--- config.mk ---
export PLATFORM = sky130hd
export DESIGN_NAME = pytxpldser_flat
export DESIGN_NICKNAME = d
export VERILOG_FILES = /design/src/rtl/pytxpldser_pkg.sv /design/src/rtl/pytxpldser_if.sv /design/src/rtl/pytxpldser_crc16.sv /design/src/rtl/pytxpldser.sv /design/src/flat_wrapper.sv
export SDC_FILE = /design/constraint.sdc
export NUM_CORES = 1
export LEC_CHECK = 0
export CAP_MARGIN = 0
export CORE_MARGIN = 2
export CORE_UTILIZATION = 43
export CTS_CLUSTER_DIAMETER = 40
export DETAILED_ROUTE_END_ITERATION = 16
export PLACE_DENSITY = 0.78
export SLEW_MARGIN = 20
export SYNTH_ARGS = -nofsm -noshare
export SYNTH_HDL_FRONTEND = slang
export SYNTH_SLANG_ARGS = --single-unit
--- constraint.sdc ---
create_clock -name clk_6M -period 2.7 [get_ports clk_6M]
set_input_delay 0.675 -clock clk_6M [delete_from_list [all_inputs] [get_ports clk_6M]]
set_output_delay 0.675 -clock clk_6M [all_outputs]
set_load 0.03 [all_outputs]
--- src/rtl/pytxpldser_pkg.sv ---
// Shared constants, state encoding and helpers for the TX payload serializer.
//   PLD_BCW / PLD_LENW : default bit-counter and byte-length widths
//   WORD_W / ADDR_W    : payload buffer word width and word-address width
//   CRC16_POLY         : CRC-CCITT polynomial
//   WHITEN_TAPS        : feedback mask of the x^7+x^4+1 whitening LFSR
package bt_bb_pkg;
  localparam int PLD_BCW  = 13;
  localparam int PLD_LENW = 10;
  localparam int WORD_W   = 32;
  localparam int ADDR_W   = 8;
  localparam int CRC_W    = 16;

  localparam logic [CRC_W-1:0] CRC16_POLY  = 16'h1021;
  localparam logic [6:0]       WHITEN_TAPS = 7'h10;

  typedef enum logic [2:0] {
    S_IDLE,
    S_FETCH,
    S_PLD,
    S_CRC,
    S_DONE
  } state_e;

  // Galois step: bit 6 rotates into bit 0 and is also folded into bit 4.
  function automatic logic [6:0] whiten_step(input logic [6:0] l);
    return {l[5:0], l[6]} ^ (l[6] ? WHITEN_TAPS : 7'h00);
  endfunction
endpackage

--- src/rtl/pytxpldser_if.sv ---
// Bus between the link controller / payload buffer side (master) and the
// payload serializer (slave).
//   master drives : start_p, abort_p, bit_p, pld_len, crc_en, crc_init,
//                   whiten_clk, buf_dout
//   slave drives  : buf_addr, bitcount, txbit, txbit_vld, busy, done_p
interface pytxpldser_if
  import bt_bb_pkg::*;
#(
  parameter int BCW  = PLD_BCW,
  parameter int LENW = PLD_LENW
);
  logic              start_p;
  logic              abort_p;
  logic              bit_p;
  logic [LENW-1:0]   pld_len;
  logic              crc_en;
  logic [7:0]        crc_init;
  logic [5:0]        whiten_clk;
  logic [WORD_W-1:0] buf_dout;
  logic [ADDR_W-1:0] buf_addr;
  logic [BCW-1:0]    bitcount;
  logic              txbit;
  logic              txbit_vld;
  logic              busy;
  logic              done_p;

  modport master (
    output start_p, abort_p, bit_p, pld_len, crc_en, crc_init, whiten_clk, buf_dout,
    input  buf_addr, bitcount, txbit, txbit_vld, busy, done_p
  );
  modport slave (
    input  start_p, abort_p, bit_p, pld_len, crc_en, crc_init, whiten_clk, buf_dout,
    output buf_addr, bitcount, txbit, txbit_vld, busy, done_p
  );
endinterface

--- src/rtl/pytxpldser_crc16.sv ---
// pytxcrc16: 16-bit serial CRC-CCITT register.
//   clk, rst_n : clock, async active-low reset (register clears to 0)
//   load       : preload load_val (wins over shift_en)
//   shift_en   : advance one bit
//   din        : data bit for CRC mode
//   out_mode   : 1 = plain left shift with 0 fill, used to stream the CRC out
//   crc        : current register value, crc[15] is the next bit to send
module pytxcrc16
  import bt_bb_pkg::*;
(
  input  logic             clk,
  input  logic             rst_n,
  input  logic             load,
  input  logic [CRC_W-1:0] load_val,
  input  logic             shift_en,
  input  logic             din,
  input  logic             out_mode,
  output logic [CRC_W-1:0] crc
);
  logic [CRC_W-1:0] crc_q, crc_d;
  logic             fb;

  always_comb begin
    fb    = crc_q[CRC_W-1] ^ din;
    crc_d = {crc_q[CRC_W-2:0], 1'b0};
    if (!out_mode && fb) crc_d = crc_d ^ CRC16_POLY;
  end

  always_ff @(posedge clk or negedge rst_n) begin
    if (!rst_n)        crc_q <= '0;
    else if (load)     crc_q <= load_val;
    else if (shift_en) crc_q <= crc_d;
  end

  assign crc = crc_q;
endmodule

--- src/rtl/pytxpldser.sv ---
// pytxpldser: TX payload serializer. Walks a bit counter over the payload
// buffer, sends each 32-bit word LSB-first, optionally appends the 16-bit
// CRC, one bit per bit_p strobe.
//   clk_6M, rstz : 6 MHz clock, async active-low reset
//   ifc (slave)  : start/abort/bit strobes, frame setup, buffer read port,
//                  serial output with valid, busy and done pulse
// Optional build macro PYTXPLDSER_WHITEN_EN: XOR a 7-bit whitening LFSR
// (seeded {1'b1, whiten_clk}) into every emitted bit. Without it whiten_clk
// is unused and no LFSR is built.
module pytxpldser
  import bt_bb_pkg::*;
#(
  parameter int BCW  = PLD_BCW,
  parameter int LENW = PLD_LENW
) (
  input  logic          clk_6M,
  input  logic          rstz,
  pytxpldser_if.slave   ifc
);
  state_e           state_q, state_d;
  logic [BCW-1:0]   bitcount_q;
  logic [BCW-1:0]   plen_bits;
  logic [LENW-1:0]  plen_q;
  logic             crc_en_q;
  logic [3:0]       ccnt_q;
  logic             txbit_q, txbit_vld_q;
  logic             take_start, emit, raw_bit, last_pld, wbit;
  logic [CRC_W-1:0] crc;

  assign plen_bits = BCW'({plen_q, 3'b000});

  always_comb begin
    state_d    = state_q;
    take_start = 1'b0;
    emit       = 1'b0;
    raw_bit    = 1'b0;
    last_pld   = (bitcount_q == plen_bits - BCW'(1));
    unique case (state_q)
      S_IDLE:  if (ifc.start_p) begin
                 take_start = 1'b1;
                 state_d    = S_FETCH;
               end
      // One dead cycle lets the buffer return word 0 before the first bit.
      S_FETCH: state_d = (plen_q != '0) ? S_PLD : (crc_en_q ? S_CRC : S_DONE);
      S_PLD:   if (ifc.bit_p) begin
                 emit    = 1'b1;
                 raw_bit = ifc.buf_dout[bitcount_q[4:0]];
                 if (last_pld) state_d = crc_en_q ? S_CRC : S_DONE;
               end
      S_CRC:   if (ifc.bit_p) begin
                 emit    = 1'b1;
                 raw_bit = crc[CRC_W-1];
                 if (ccnt_q == 4'hF) state_d = S_DONE;
               end
      S_DONE:  state_d = S_IDLE;
      default: state_d = S_IDLE;
    endcase
    // Abort overrides every other event this cycle.
    if (ifc.abort_p) begin
      state_d    = S_IDLE;
      take_start = 1'b0;
      emit       = 1'b0;
    end
  end

  always_ff @(posedge clk_6M or negedge rstz) begin
    if (!rstz) begin
      state_q     <= S_IDLE;
      bitcount_q  <= '0;
      plen_q      <= '0;
      crc_en_q    <= 1'b0;
      ccnt_q      <= '0;
      txbit_q     <= 1'b0;
      txbit_vld_q <= 1'b0;
    end else begin
      state_q     <= state_d;
      txbit_vld_q <= emit;
      if (emit) txbit_q <= raw_bit ^ wbit;
      if (ifc.abort_p) begin
        bitcount_q <= '0;
      end else if (take_start) begin
        bitcount_q <= '0;
        ccnt_q     <= '0;
        plen_q     <= ifc.pld_len;
        crc_en_q   <= ifc.crc_en;
      end else if (emit && state_q == S_PLD) begin
        bitcount_q <= bitcount_q + BCW'(1);
      end else if (emit && state_q == S_CRC) begin
        ccnt_q <= ccnt_q + 4'd1;
      end
    end
  end

  // CRC runs over raw payload bits; in S_CRC it just shifts itself out.
  pytxcrc16 u_crc (
    .clk      (clk_6M),
    .rst_n    (rstz),
    .load     (take_start),
    .load_val ({8'h00, ifc.crc_init}),
    .shift_en (emit),
    .din      (raw_bit),
    .out_mode (state_q == S_CRC),
    .crc      (crc)
  );

`ifdef PYTXPLDSER_WHITEN_EN
  logic [6:0] lfsr_q;

  always_ff @(posedge clk_6M or negedge rstz) begin
    if (!rstz)           lfsr_q <= '0;
    else if (take_start) lfsr_q <= {1'b1, ifc.whiten_clk};
    else if (emit)       lfsr_q <= whiten_step(lfsr_q);
  end

  assign wbit = lfsr_q[6];
`else
  logic unused_whiten;
  assign unused_whiten = ^ifc.whiten_clk;
  assign wbit          = 1'b0;
`endif

  // A frame longer than the bit counter can address is a caller error.
  always @(posedge clk_6M) begin
    if (take_start) assert (int'(ifc.pld_len) * 8 <= (1 << BCW));
  end

  assign ifc.buf_addr  = bitcount_q[BCW-1 -: ADDR_W];
  assign ifc.bitcount  = bitcount_q;
  assign ifc.txbit     = txbit_q;
  assign ifc.txbit_vld = txbit_vld_q;
  assign ifc.busy      = (state_q != S_IDLE);
  assign ifc.done_p    = (state_q == S_DONE);
endmodule
--- src/flat_wrapper.sv ---
// flat-port wrapper written by rule: the top's interface ports become plain ports
module pytxpldser_flat import bt_bb_pkg::*;
#(
  parameter int BCW  = PLD_BCW,
  parameter int LENW = PLD_LENW
)
  (clk_6M, rstz, ifc_start_p, ifc_abort_p, ifc_bit_p, ifc_pld_len, ifc_crc_en, ifc_crc_init, ifc_whiten_clk, ifc_buf_dout, ifc_buf_addr, ifc_bitcount, ifc_txbit, ifc_txbit_vld, ifc_busy, ifc_done_p);
  pytxpldser_if #(.BCW(BCW), .LENW(LENW)) ifc_i ();
  input  logic clk_6M;
  input  logic rstz;
  input wire logic [$bits(ifc_i.start_p)-1:0] ifc_start_p;
  input wire logic [$bits(ifc_i.abort_p)-1:0] ifc_abort_p;
  input wire logic [$bits(ifc_i.bit_p)-1:0] ifc_bit_p;
  input wire logic [$bits(ifc_i.pld_len)-1:0] ifc_pld_len;
  input wire logic [$bits(ifc_i.crc_en)-1:0] ifc_crc_en;
  input wire logic [$bits(ifc_i.crc_init)-1:0] ifc_crc_init;
  input wire logic [$bits(ifc_i.whiten_clk)-1:0] ifc_whiten_clk;
  input wire logic [$bits(ifc_i.buf_dout)-1:0] ifc_buf_dout;
  output wire logic [$bits(ifc_i.buf_addr)-1:0] ifc_buf_addr;
  output wire logic [$bits(ifc_i.bitcount)-1:0] ifc_bitcount;
  output wire logic [$bits(ifc_i.txbit)-1:0] ifc_txbit;
  output wire logic [$bits(ifc_i.txbit_vld)-1:0] ifc_txbit_vld;
  output wire logic [$bits(ifc_i.busy)-1:0] ifc_busy;
  output wire logic [$bits(ifc_i.done_p)-1:0] ifc_done_p;
  assign ifc_i.start_p = ifc_start_p;
  assign ifc_i.abort_p = ifc_abort_p;
  assign ifc_i.bit_p = ifc_bit_p;
  assign ifc_i.pld_len = ifc_pld_len;
  assign ifc_i.crc_en = ifc_crc_en;
  assign ifc_i.crc_init = ifc_crc_init;
  assign ifc_i.whiten_clk = ifc_whiten_clk;
  assign ifc_i.buf_dout = ifc_buf_dout;
  assign ifc_buf_addr = ifc_i.buf_addr;
  assign ifc_bitcount = ifc_i.bitcount;
  assign ifc_txbit = ifc_i.txbit;
  assign ifc_txbit_vld = ifc_i.txbit_vld;
  assign ifc_busy = ifc_i.busy;
  assign ifc_done_p = ifc_i.done_p;
  pytxpldser #(.BCW(BCW), .LENW(LENW)) u_core (.clk_6M(clk_6M), .rstz(rstz), .ifc(ifc_i));
endmodule
==> flow_summary.yaml, run 1 <==
die:
  ios: 87
  die-area_um2: 7560
  start_util_pct: 44.0
  dieWidth_um: 86.9
  die_y_um: 86.9
  core_um2: 6720
  fp-row-count: 30
power_and_ir_drop:
  sequentialPowerShare_pct: 43.9
  p_sw_uw: 927
  powerDensity_nw_per_um2: 632
  irDropWorstVdd_mv: 0.367
  cellLeakagePower_uw: 0.00169
  pwr-share-comb_pct: 39.1
  swShare_pct: 37.5
  power.share.clock_pct: 16.9
  total_power_uw: 2480
  intPower_uw: 1550
critical_path:
  critPathLaunchType: "input pin"
  cp.arrival_ns: 2.79
  worstPathMaxFanout: 4
  end_kind: "register"
  worstPathRequired_ns: 2.92
  critPathKind: "input pin to register"
synth:
  synth.ff_latch_count: 49
  synth.area.mux_share_pct: 6.90
  synth-simple-area-share_pct: 23.2
  synth_top_family_by_area: "simple AND/OR/NAND/NOR gates"
  yosysSeqAreaShare_pct: 41.5
  ys_types: 53
  synth_compound_area_share_pct: 16.2
  synthAdderAreaFrac_pct: 1.27
  netlist_instances: 334
  synth_edf_count: 0
  async_reset_ff_share_pct: 100
  synth-xor-area-share_pct: 5.03
  synth.avg_cell_area_um2: 8.86
  synth_flop_cell: "dfrtp_1"
  syn_nets: 399
  synth.cell_area_um2: 2960
  synth_warnings: 0
cts:
  clock_latency_ns: 0.31
  ctsLongestPathBuffers: 2
  htree_levels: 2
  cts_tree: "built"
  postCtsSetupBuffers: 0
  cts_buffers: 5
  hold_buffers: 0
  clock-root-buffer: "clkbuf_8"
  cts_sinks: 49
  clk_pin_slew_ns: 0.09
routing:
  dr_total_vias: 2772
  vias_per_cell: 5.61
  firstDrtPassIters: 4
  drc_errors: 0
  first_iter_violations: 108
  routed_wirelength_um: 7350
  wire_per_inst_um: 14.9
  ant_nets: 0
global_routing:
  grt_usage_pct: 20.6
  grt_pass1_wl_um: 12400
  antenna_found_initial: 0
  grt_overflow_total: 0
  grt_pass1_vias: 2640
  grt_max_degree: 23
placed_design:
  place_area_um2: 3850
  numPortBuffers: 80
  place_congestion: 0.829
  dp_hpwl_um: 5600
  dpl.cell_count: 487
final_layout:
  layout-drive-gt1-share_pct: 7.97
  layout.nets: 479
  regArea_um2: 1230
  final_common_cell: "clkdlybuf4s50_1"
  antenna_cells: 0
  design_area_um2: 3920
  fillers: 589
  final_cell_mix: "clkdlybuf4s50_1 (71), nand2_1 (68), dfrtp_1 (48), o21ai_0 (25), nor2_1 (24)"
  final_cells: 494
  area_growth_pct: 32.5
  multi_input_area_um2: 1550
timing:
  setup_viol: 0
  slew_viol_final: 0
  timing.setup.tns_ns: 0
  tightest_slew_ns: 0.581
  skew_ns: 0.00932
  slew_headroom_pct: 61.1
  rsz0062_at_grt: "no"
  fin_crit_sh_pct: 95.2
  max_freq_mhz: 389
  finalCriticalPeriod_ns: 2.57
  hold_violations: 0
min_path:
  hold_class: "input pin to asynchronous set/reset pin"
run_status:
  status: "finished, final reports clean"
flow_run:
  drv_cap: 0
## power by group through the flow
stage	clock, µW	sequential (µW)	combinational, µW
3_5_place_dp	0	1100	972
2_1_floorplan	0	1060	649
3_3_place_gp	0	1090	946
5_1_grt	463	1110	1090
6_report	420	1090	969
4_1_cts	432	1080	975
## path summary, 6_finish.rpt
check | depth (start not counted) | to | startpoint | slack (ns)
max in group asynchronous | 2 | u_core.state_q[2]$_DFFE_PN0P_ | rstz | 1.84
worst max register to register | 6 | u_core.u_crc.crc[5]$_DFFE_PN0P_ | u_core.ifc.bitcount[0]$_DFFE_PN0P_ | 0.15
min in group clk_6M | 2 | u_core.u_crc.crc[8]$_DFFE_PN0P_ | u_core.u_crc.crc[7]$_DFFE_PN0P_ | 0.48
worst max-delay path | 7 | u_core.u_crc.crc[5]$_DFFE_PN0P_ | ifc_buf_dout[1] | 0.13
worst min register to register | 2 | u_core.u_crc.crc[8]$_DFFE_PN0P_ | u_core.u_crc.crc[7]$_DFFE_PN0P_ | 0.48
worst min-delay path | 1 | u_core.ifc.bitcount[7]$_DFFE_PN0P_ | rstz | 0.25
## metal layers
metal  global-route usage, %  wire (µm)  vias up
met5                       0          0        -
met4                    6.96        124        0
met3                    4.36        374       14
met2                    35.7       3720       76
met1                    25.3       3130     1339
li1                        -          -     1343
## stage by stage
stage	hold slack [ns]	setup slack, ns	util, %
6_report	0.253	0.129	58.3
5_1_grt	0.247	0.00173	58.3
4_1_cts	0.247	0.0950	58.3
3_5_place_dp	0.462	-0.455	57.3
3_3_place_gp	0.447	-0.424	57.3
2_1_floorplan	0.379	-0.0661	-
## flip-flops by register name, summed over array words and instances (netlist names)
| register | flops |
|---|---|
| u_core.crc_en_q | 1 |
| u_core.ifc.bitcount | 13 |
| u_core.ifc.txbit_vld | 1 |
| u_core.state_q | 3 |
| u_core.ccnt_q | 4 |
| u_core.ifc.txbit | 1 |
| u_core.plen_q | 10 |
| u_core.u_crc.crc | 16 |
## Yosys cell counts, types with 4 or more instances
cell type	number	area, µm²
nor2_1	24	90.1
mux2i_1	8	80.1
nand3_1	19	95.1
nand2b_1	4	25.0
xor2_1	6	52.6
o31ai_1	7	52.6
a21oi_1	7	35.0
o21ai_0	25	125
dfrtp_1	49	1230
and3_1	5	31.3
clkbuf_1	11	41.3
inv_1	9	33.8
a22oi_1	7	52.6
xnor2_1	11	96.3
buf_4	8	60.1
nor3_1	8	40.0
nand2_1	68	255
## final cells by class
cell class,count,area share [%]
Multi-Input combinational cell,252,39.7
Sequential cell,49,31.3
Tap cell,80,2.55
Inverter,9,0.862
Clock buffer,6,1.85
Clock inverter,1,0.128
Timing Repair Buffer,97,23.6
## critical path: stages
cell             delay [ns]
clkdlybuf4s50_1        0.45
mux4_2                 0.23
nor4_1                 0.05
a2111o_1               0.42
or4_4                  0.57
and3b_1                0.22
o31ai_2                0.18
## what timing repair did
item                                   4_1_cts  5_1_grt
pin swaps                                    4        2
setup endpoints to repair                    3        2
resized for setup                            8        0
endpoints found under the hold margin        0        0
## cells by family (layout without fill, tap and decap cells)
group / after synthesis / count (layout)
flip-flops: 49 / 49
AO/OA/AOI/OAI: 70 / 70
buffers and inverters: 33 / 113
adder cells (fa/ha/maj): 3 / 3
multiplexers: 13 / 13
XOR/XNOR: 17 / 17
AND/OR/NAND/NOR: 149 / 149
(Power assumes the default switching activity.)
==> run 2: changes to the inputs <==
--- a/config.mk
+++ b/config.mk
@@ -5,12 +5,15 @@
 export SDC_FILE = /design/constraint.sdc
 export NUM_CORES = 1
 export LEC_CHECK = 0
+export ABC_CLOCK_PERIOD_IN_PS = 2700
 export CAP_MARGIN = 0
 export CORE_MARGIN = 2
 export CORE_UTILIZATION = 43
 export CTS_CLUSTER_DIAMETER = 40
 export DETAILED_ROUTE_END_ITERATION = 16
+export GPL_ROUTABILITY_DRIVEN = 1
 export PLACE_DENSITY = 0.78
+export SKIP_CTS_REPAIR_TIMING = 1
 export SLEW_MARGIN = 20
 export SYNTH_ARGS = -nofsm -noshare
 export SYNTH_HDL_FRONTEND = slang
==> run 2 against run 1 <==
Non-clock buffer count increased by 1. Final cell count increased by 0.20%. Critical path type is now register to register. Wire length decreased by 0.22%. Critical endpoint unchanged. Final area increased by 1.1%. Maximum frequency decreased by 3.4%. First-iteration DRC count decreased by 2.8%. Combinational power about the same. Clock skew about the same. Clock power about the same. Worst setup slack got worse by 0.089 ns.
==> flow_summary.yaml, run 2 (synthesis results as in run 1) <==
timing:
  max_freq_mhz: 376
  setup_viol: 0
  slew_viol_final: 0
  hold_violations: 0
  tightest_slew_ns: 0.564
  rsz0062_at_grt: "yes"
  fin_crit_sh_pct: 98.5
  slew_headroom_pct: 62.1
  layout_setup_ws_ns: 0.0394
  finalCriticalPeriod_ns: 2.66
  skew_ns: 0.00896
critical_path:
  worstPathRequired_ns: 2.92
  critPathLaunchType: "register"
  critPathKind: "register to register"
  max_stage_delay_ns: 0.57
  end_kind: "register"
  cp.arrival_ns: 2.88
  crit_chain: "mux2i_1, mux4_2, a2111o_1, or4_4, and3b_1, o31ai_2"
  crit_slowest_cell: "or4_4"
  worstPathMaxFanout: 7
final_layout:
  design_area_um2: 3960
  largest_reg_flops: 16
  layout.nets: 480
  multi_input_area_um2: 1560
  fillers: 581
  area_growth_pct: 34.0
  antenna_cells: 0
  utilization_pct: 59.0
  final_cell_mix: "clkdlybuf4s50_1 (71), nand2_1 (68), dfrtp_1 (48), o21ai_0 (25), nor2_1 (24)"
  final_cells: 495
  regArea_um2: 1230
  layout-drive-gt1-share_pct: 8.43
  final_common_cell: "clkdlybuf4s50_1"
die:
  fp-row-count: 30
  ios: 87
  core_um2: 6720
  start_util_pct: 44.0
  die-area_um2: 7560
  die_y_um: 86.9
  dieWidth_um: 86.9
power_and_ir_drop:
  total_power_uw: 2470
  p_sw_uw: 921
  powerDensity_nw_per_um2: 624
  cellLeakagePower_uw: 0.00175
  sequentialPowerShare_pct: 43.9
  swShare_pct: 37.2
  intPower_uw: 1550
  pwr-share-comb_pct: 39.3
  irDropWorstVdd_mv: 0.363
  power.share.clock_pct: 16.9
cts:
  cts_sinks: 49
  clock-root-buffer: "clkbuf_8"
  cts_tree: "built"
  htree_levels: 2
  clk_pin_slew_ns: 0.09
  cts_buffers: 5
  ctsLongestPathBuffers: 2
  clock_latency_ns: 0.31
routing:
  firstDrtPassIters: 5
  wire_per_inst_um: 14.8
  routed_wirelength_um: 7330
  ant_nets: 0
  drc_errors: 0
  vias_per_cell: 5.60
  first_iter_violations: 105
  dr_total_vias: 2774
global_routing:
  grt_max_degree: 23
  grt_usage_pct: 20.6
  grt_overflow_total: 0
  grt_pass1_vias: 2648
  grt_pass1_wl_um: 12400
  antenna_found_initial: 0
run_status:
  status: "finished, final reports clean"
placed_design:
  place_congestion: 0.829
  dpl.cell_count: 487
  numPortBuffers: 80
  dp_hpwl_um: 5600
  pre_cts_ws_ns: -0.455
  place_area_um2: 3850
min_path:
  hold_class: "input pin to asynchronous set/reset pin"
flow_run:
  drv_cap: 0
[run 2: cell count changes in the layout (fill, tap and decap cells not counted)]
cell	previous run	this run
a21oi_1	7	6
dlygate4sd2_1	8	0
buf_6	0	1
a21oi_2	0	1
dlymetal6s2s_1	0	8
[run 2: per-layer routing]
metal	track usage, %	wire, µm
met2	35.8	3730
met3	4.36	408
met5	0	0
met4	6.96	121
met1	25.2	3080
[run 2: path summary, 6_finish.rpt]
| kind | cells past startpoint | startpoint | to | slack (ns) |
|---|---|---|---|---|
| max | 6 | u_core.ifc.bitcount[0]$_DFFE_PN0P_ | u_core.u_crc.crc[5]$_DFFE_PN0P_ | 0.04 |
| min | 1 | rstz | u_core.ifc.bitcount[8]$_DFFE_PN0P_ | 0.25 |
| max reg2reg | 6 | u_core.ifc.bitcount[0]$_DFFE_PN0P_ | u_core.u_crc.crc[5]$_DFFE_PN0P_ | 0.04 |
| min reg2reg | 2 | u_core.u_crc.crc[8]$_DFFE_PN0P_ | u_core.u_crc.crc[9]$_DFFE_PN0P_ | 0.48 |
| max in group asynchronous | 2 | rstz | u_core.state_q[2]$_DFFE_PN0P_ | 1.84 |
| min in group clk_6M | 2 | u_core.u_crc.crc[8]$_DFFE_PN0P_ | u_core.u_crc.crc[9]$_DFFE_PN0P_ | 0.48 |
[run 2: cell type report]
type | count | share of cell area, %
Timing Repair Buffer | 98 | 24.4
Clock inverter | 1 | 0.126
Tap cell | 80 | 2.53
Inverter | 9 | 0.852
Clock buffer | 6 | 1.83
Multi-Input combinational cell | 252 | 39.3
Sequential cell | 49 | 31.0
[run 2: critical path: cells and delay by family (launching register included)]
kind	cells	cell delay [ns]
AND/OR/NAND/NOR	2	0.78
AO/OA/AOI/OAI	2	0.68
flip-flops	1	0.49
multiplexers	2	0.63
[run 2: power groups by stage]
stage	Sequential, µW	Clock, µW	Combinational, µW
floorplan	1060	0	649
global placement	1090	0	946
detailed placement	1100	0	972
CTS	1080	432	979
global route	1110	463	1090
finish	1090	417	971
[run 2: per-stage QoR]
stage | setup TNS (ns) | hold slack, ns
after CTS | -0.258 | 0.247
after global routing | -0.0539 | 0.247
after global placement | -1.11 | 0.447
final | 0 | 0.251
after floorplan | -0.0661 | 0.379
after detailed placement | -1.22 | 0.462
==> run 3: changes to the inputs <==
--- a/config.mk
+++ b/config.mk
@@ -5,14 +5,15 @@
 export SDC_FILE = /design/constraint.sdc
 export NUM_CORES = 1
 export LEC_CHECK = 0
+export ABC_AREA = 1
 export ABC_CLOCK_PERIOD_IN_PS = 2700
 export CAP_MARGIN = 0
 export CORE_MARGIN = 2
-export CORE_UTILIZATION = 43
+export CORE_UTILIZATION = 40
 export CTS_CLUSTER_DIAMETER = 40
 export DETAILED_ROUTE_END_ITERATION = 16
 export GPL_ROUTABILITY_DRIVEN = 1
-export PLACE_DENSITY = 0.78
+export PLACE_DENSITY = 0.72
 export SKIP_CTS_REPAIR_TIMING = 1
 export SLEW_MARGIN = 20
 export SYNTH_ARGS = -nofsm -noshare
==> run 3 against run 2 <==
Sequential cell count is the same. Sequential share of layout area fell by 1.4 points. Synthesized area up 6.3%. Global-route usage decreased by 2.0 points. First-iteration DRC count is 110% higher.
==> flow_summary.yaml, run 3 <==
routing:
  vias_per_cell: 4.92
  ant_nets: 0
  dr_total_vias: 3030
  routed_wirelength_um: 7850
  wire_per_inst_um: 12.7
  firstDrtPassIters: 5
  first_iter_violations: 223
  drc_errors: 0
synth:
  synth.cell_area_um2: 3140
  async_reset_ff_share_pct: 100
  synthDominantCellAreaShare_pct: 39.0
  yosysMostFrequentCell: "nand2_1"
  synth_warnings: 0
  yosysSeqAreaShare_pct: 39.0
  ys_top_cells_by_area: "dfrtp_1 (39%), nand2_1 (13%), inv_1 (7.6%)"
  synth.avg_cell_area_um2: 7.21
  synth_flop_cell: "dfrtp_1"
  synth_commonest_cells: "nand2_1 (107), inv_1 (64), dfrtp_1 (49)"
  netlist_instances: 436
  synth.ff_latch_count: 49
  synth_edf_count: 0
  ys_types: 35
  syn_nets: 501
  yosysTopAreaCell: "dfrtp_1"
final_layout:
  area_growth_pct: 31.8
  largest_reg_flops: 16
  fillers: 732
  utilization_pct: 53.9
  final_cells: 616
  design_area_um2: 4140
  layout.nets: 578
  final_common_cell: "nand2_1"
  antenna_cells: 0
  final_cell_mix: "nand2_1 (107), clkdlybuf4s50_1 (79), inv_1 (64), dfrtp_1 (49), nor2_1 (38)"
  layout-drive-gt1-share_pct: 7.39
die:
  dieWidth_um: 92.7
  start_util_pct: 40.9
  fp-row-count: 32
  die_y_um: 92.7
  ios: 87
  core_um2: 7690
  die-area_um2: 8590
critical_path:
  cp.arrival_ns: 1.83
  critPathLaunchType: "register"
  worstPathMaxFanout: 5
  worstPathRequired_ns: 2.03
  crit_chain: "nor2_1, inv_1, nor2_1, inv_1, clkdlybuf4s50_1"
  end_kind: "primary output"
  crit_slowest_cell: "clkdlybuf4s50_1"
  cpLargestDelayFamily: "buffers and inverters"
  max_stage_delay_ns: 0.60
  critPathBufInv: 3
  critPathKind: "register to primary output"
global_routing:
  grt_overflow_total: 0
  grt_pass1_wl_um: 12900
  grt_max_degree: 28
  grt_pass1_vias: 2768
  grt_usage_pct: 18.6
  antenna_found_initial: 0
timing:
  skew_ns: 0.0128
  slew_headroom_pct: 62.4
  max_freq_mhz: 400
  hold_violations: 0
  rsz0062_at_grt: "no"
  finalCriticalPeriod_ns: 2.50
  slew_viol_final: 0
  setup_viol: 0
  tightest_slew_ns: 0.564
  fin_crit_sh_pct: 92.7
  timing.setup.tns_ns: 0
run_status:
  status: "finished, final reports clean"
placed_design:
  place_congestion: 0.874
  numPortBuffers: 80
  dpl.cell_count: 608
  place_area_um2: 4010
  dp_hpwl_um: 5920
cts:
  clock-root-buffer: "clkbuf_8"
  cts_buffers: 5
  htree_levels: 2
  clk_pin_slew_ns: 0.09
  clock_latency_ns: 0.31
  cts_sinks: 49
  cts_tree: "built"
  ctsLongestPathBuffers: 2
flow_run:
  drv_cap: 0
power_and_ir_drop:
  cellLeakagePower_uw: 0.00187
  powerDensity_nw_per_um2: 686
  irDropWorstVdd_mv: 0.442
min_path:
  hold_class: "input pin to asynchronous set/reset pin"
-- run 3: changes by cell type after synthesis, sizes merged, moves of 6 or more --
cell,delta
nand4,+6
o21ai,+16
clkbuf,-9
o31ai,-8
a22oi,-6
inv,+61
nor2,+19
xnor2,-8
nand2,+39
mux2i,-8
nand3,+19
o22ai,+11
-- run 3: per-stage QoR --
stage          setup slack, ns  hold slack, ns  total power, µW
6_report                 0.197           0.352             2840
5_1_grt                 0.0876           0.381             3070
4_1_cts                  0.210           0.370             2850
3_5_place_dp             0.214           0.470             2220
3_3_place_gp             0.265           0.466             2180
2_1_floorplan            0.861           0.379             1870
-- run 3: final cells by class --
type / count / area, µm² / area share, %
clock buffers: 5 / 68.8 / 1.66
inverters: 71 / 270 / 6.52
repair buffers: 88 / 868 / 21.0
multi-input cells: 298 / 1520 / 36.6
well taps: 102 / 128 / 3.08
flip-flops and latches: 49 / 1230 / 29.6
clock inverters: 3 / 65.1 / 1.57
-- run 3: per-layer routing --
layer / track usage [%] / part of all wire (%) / vias up
met3: 3.17 / 6.8 / 5
met5: 0 / 0 / -
li1: - / - / 1549
met2: 29.5 / 45 / 96
met1: 26.2 / 47 / 1380
met4: 5.39 / 0.96 / 0
-- run 3: worst reg2reg max path, stage by stage, from the launching register on --
cell and delay (ns):
dfrtp_1 0.59, ha_1 0.25, inv_1 0.06, nor2_1 0.17, nand3_1 0.12, nor2_1 0.11, inv_1 0.06, nor2_1 0.12
inv_1 0.11, nor3_2 0.14, a21oi_1 0.08, o21ai_0 0.07, o21ai_0 0.09
-- run 3: logic make-up (layout without fill, tap and decap cells) --
| logic type | count (synthesis) | after routing | synth area share, % |
|---|---|---|---|
| simple gates | 206 | 206 | 29.4 |
| buf+inv | 89 | 167 | 12.8 |
| compound gates | 75 | 75 | 13.7 |
| flops | 49 | 49 | 39.0 |
| xor+xnor | 14 | 14 | 3.90 |
| fa+ha+maj | 3 | 3 | 1.19 |
-- run 3: worst paths after layout --
path	start	slack (ns)	cells after the start	end
setup / recovery	u_core.state_q[0]$_DFFE_PN0P_	0.20	5	ifc_busy
min in group clk_6M	u_core.ifc.txbit$_DFFE_PN0P_	0.49	2	u_core.ifc.txbit$_DFFE_PN0P_
hold reg to reg	u_core.ifc.txbit$_DFFE_PN0P_	0.49	2	u_core.ifc.txbit$_DFFE_PN0P_
setup reg to reg	u_core.ifc.bitcount[1]$_DFFE_PN0P_	0.61	12	u_core.ifc.bitcount[12]$_DFFE_PN0P_
hold / removal	rstz	0.35	1	u_core.plen_q[7]$_DFFE_PN0P_
max in group asynchronous	rstz	1.80	2	u_core.u_crc.crc[7]$_DFFE_PN0P_
-- run 3: report_power, final --
group	internal (µW)	switching, µW	leakage, µW	total, µW
clock network	368	249	0.0000681	617
registers	947	148	0.000645	1100
logic	451	680	0.00115	1130
total	1770	1080	0.00187	2840
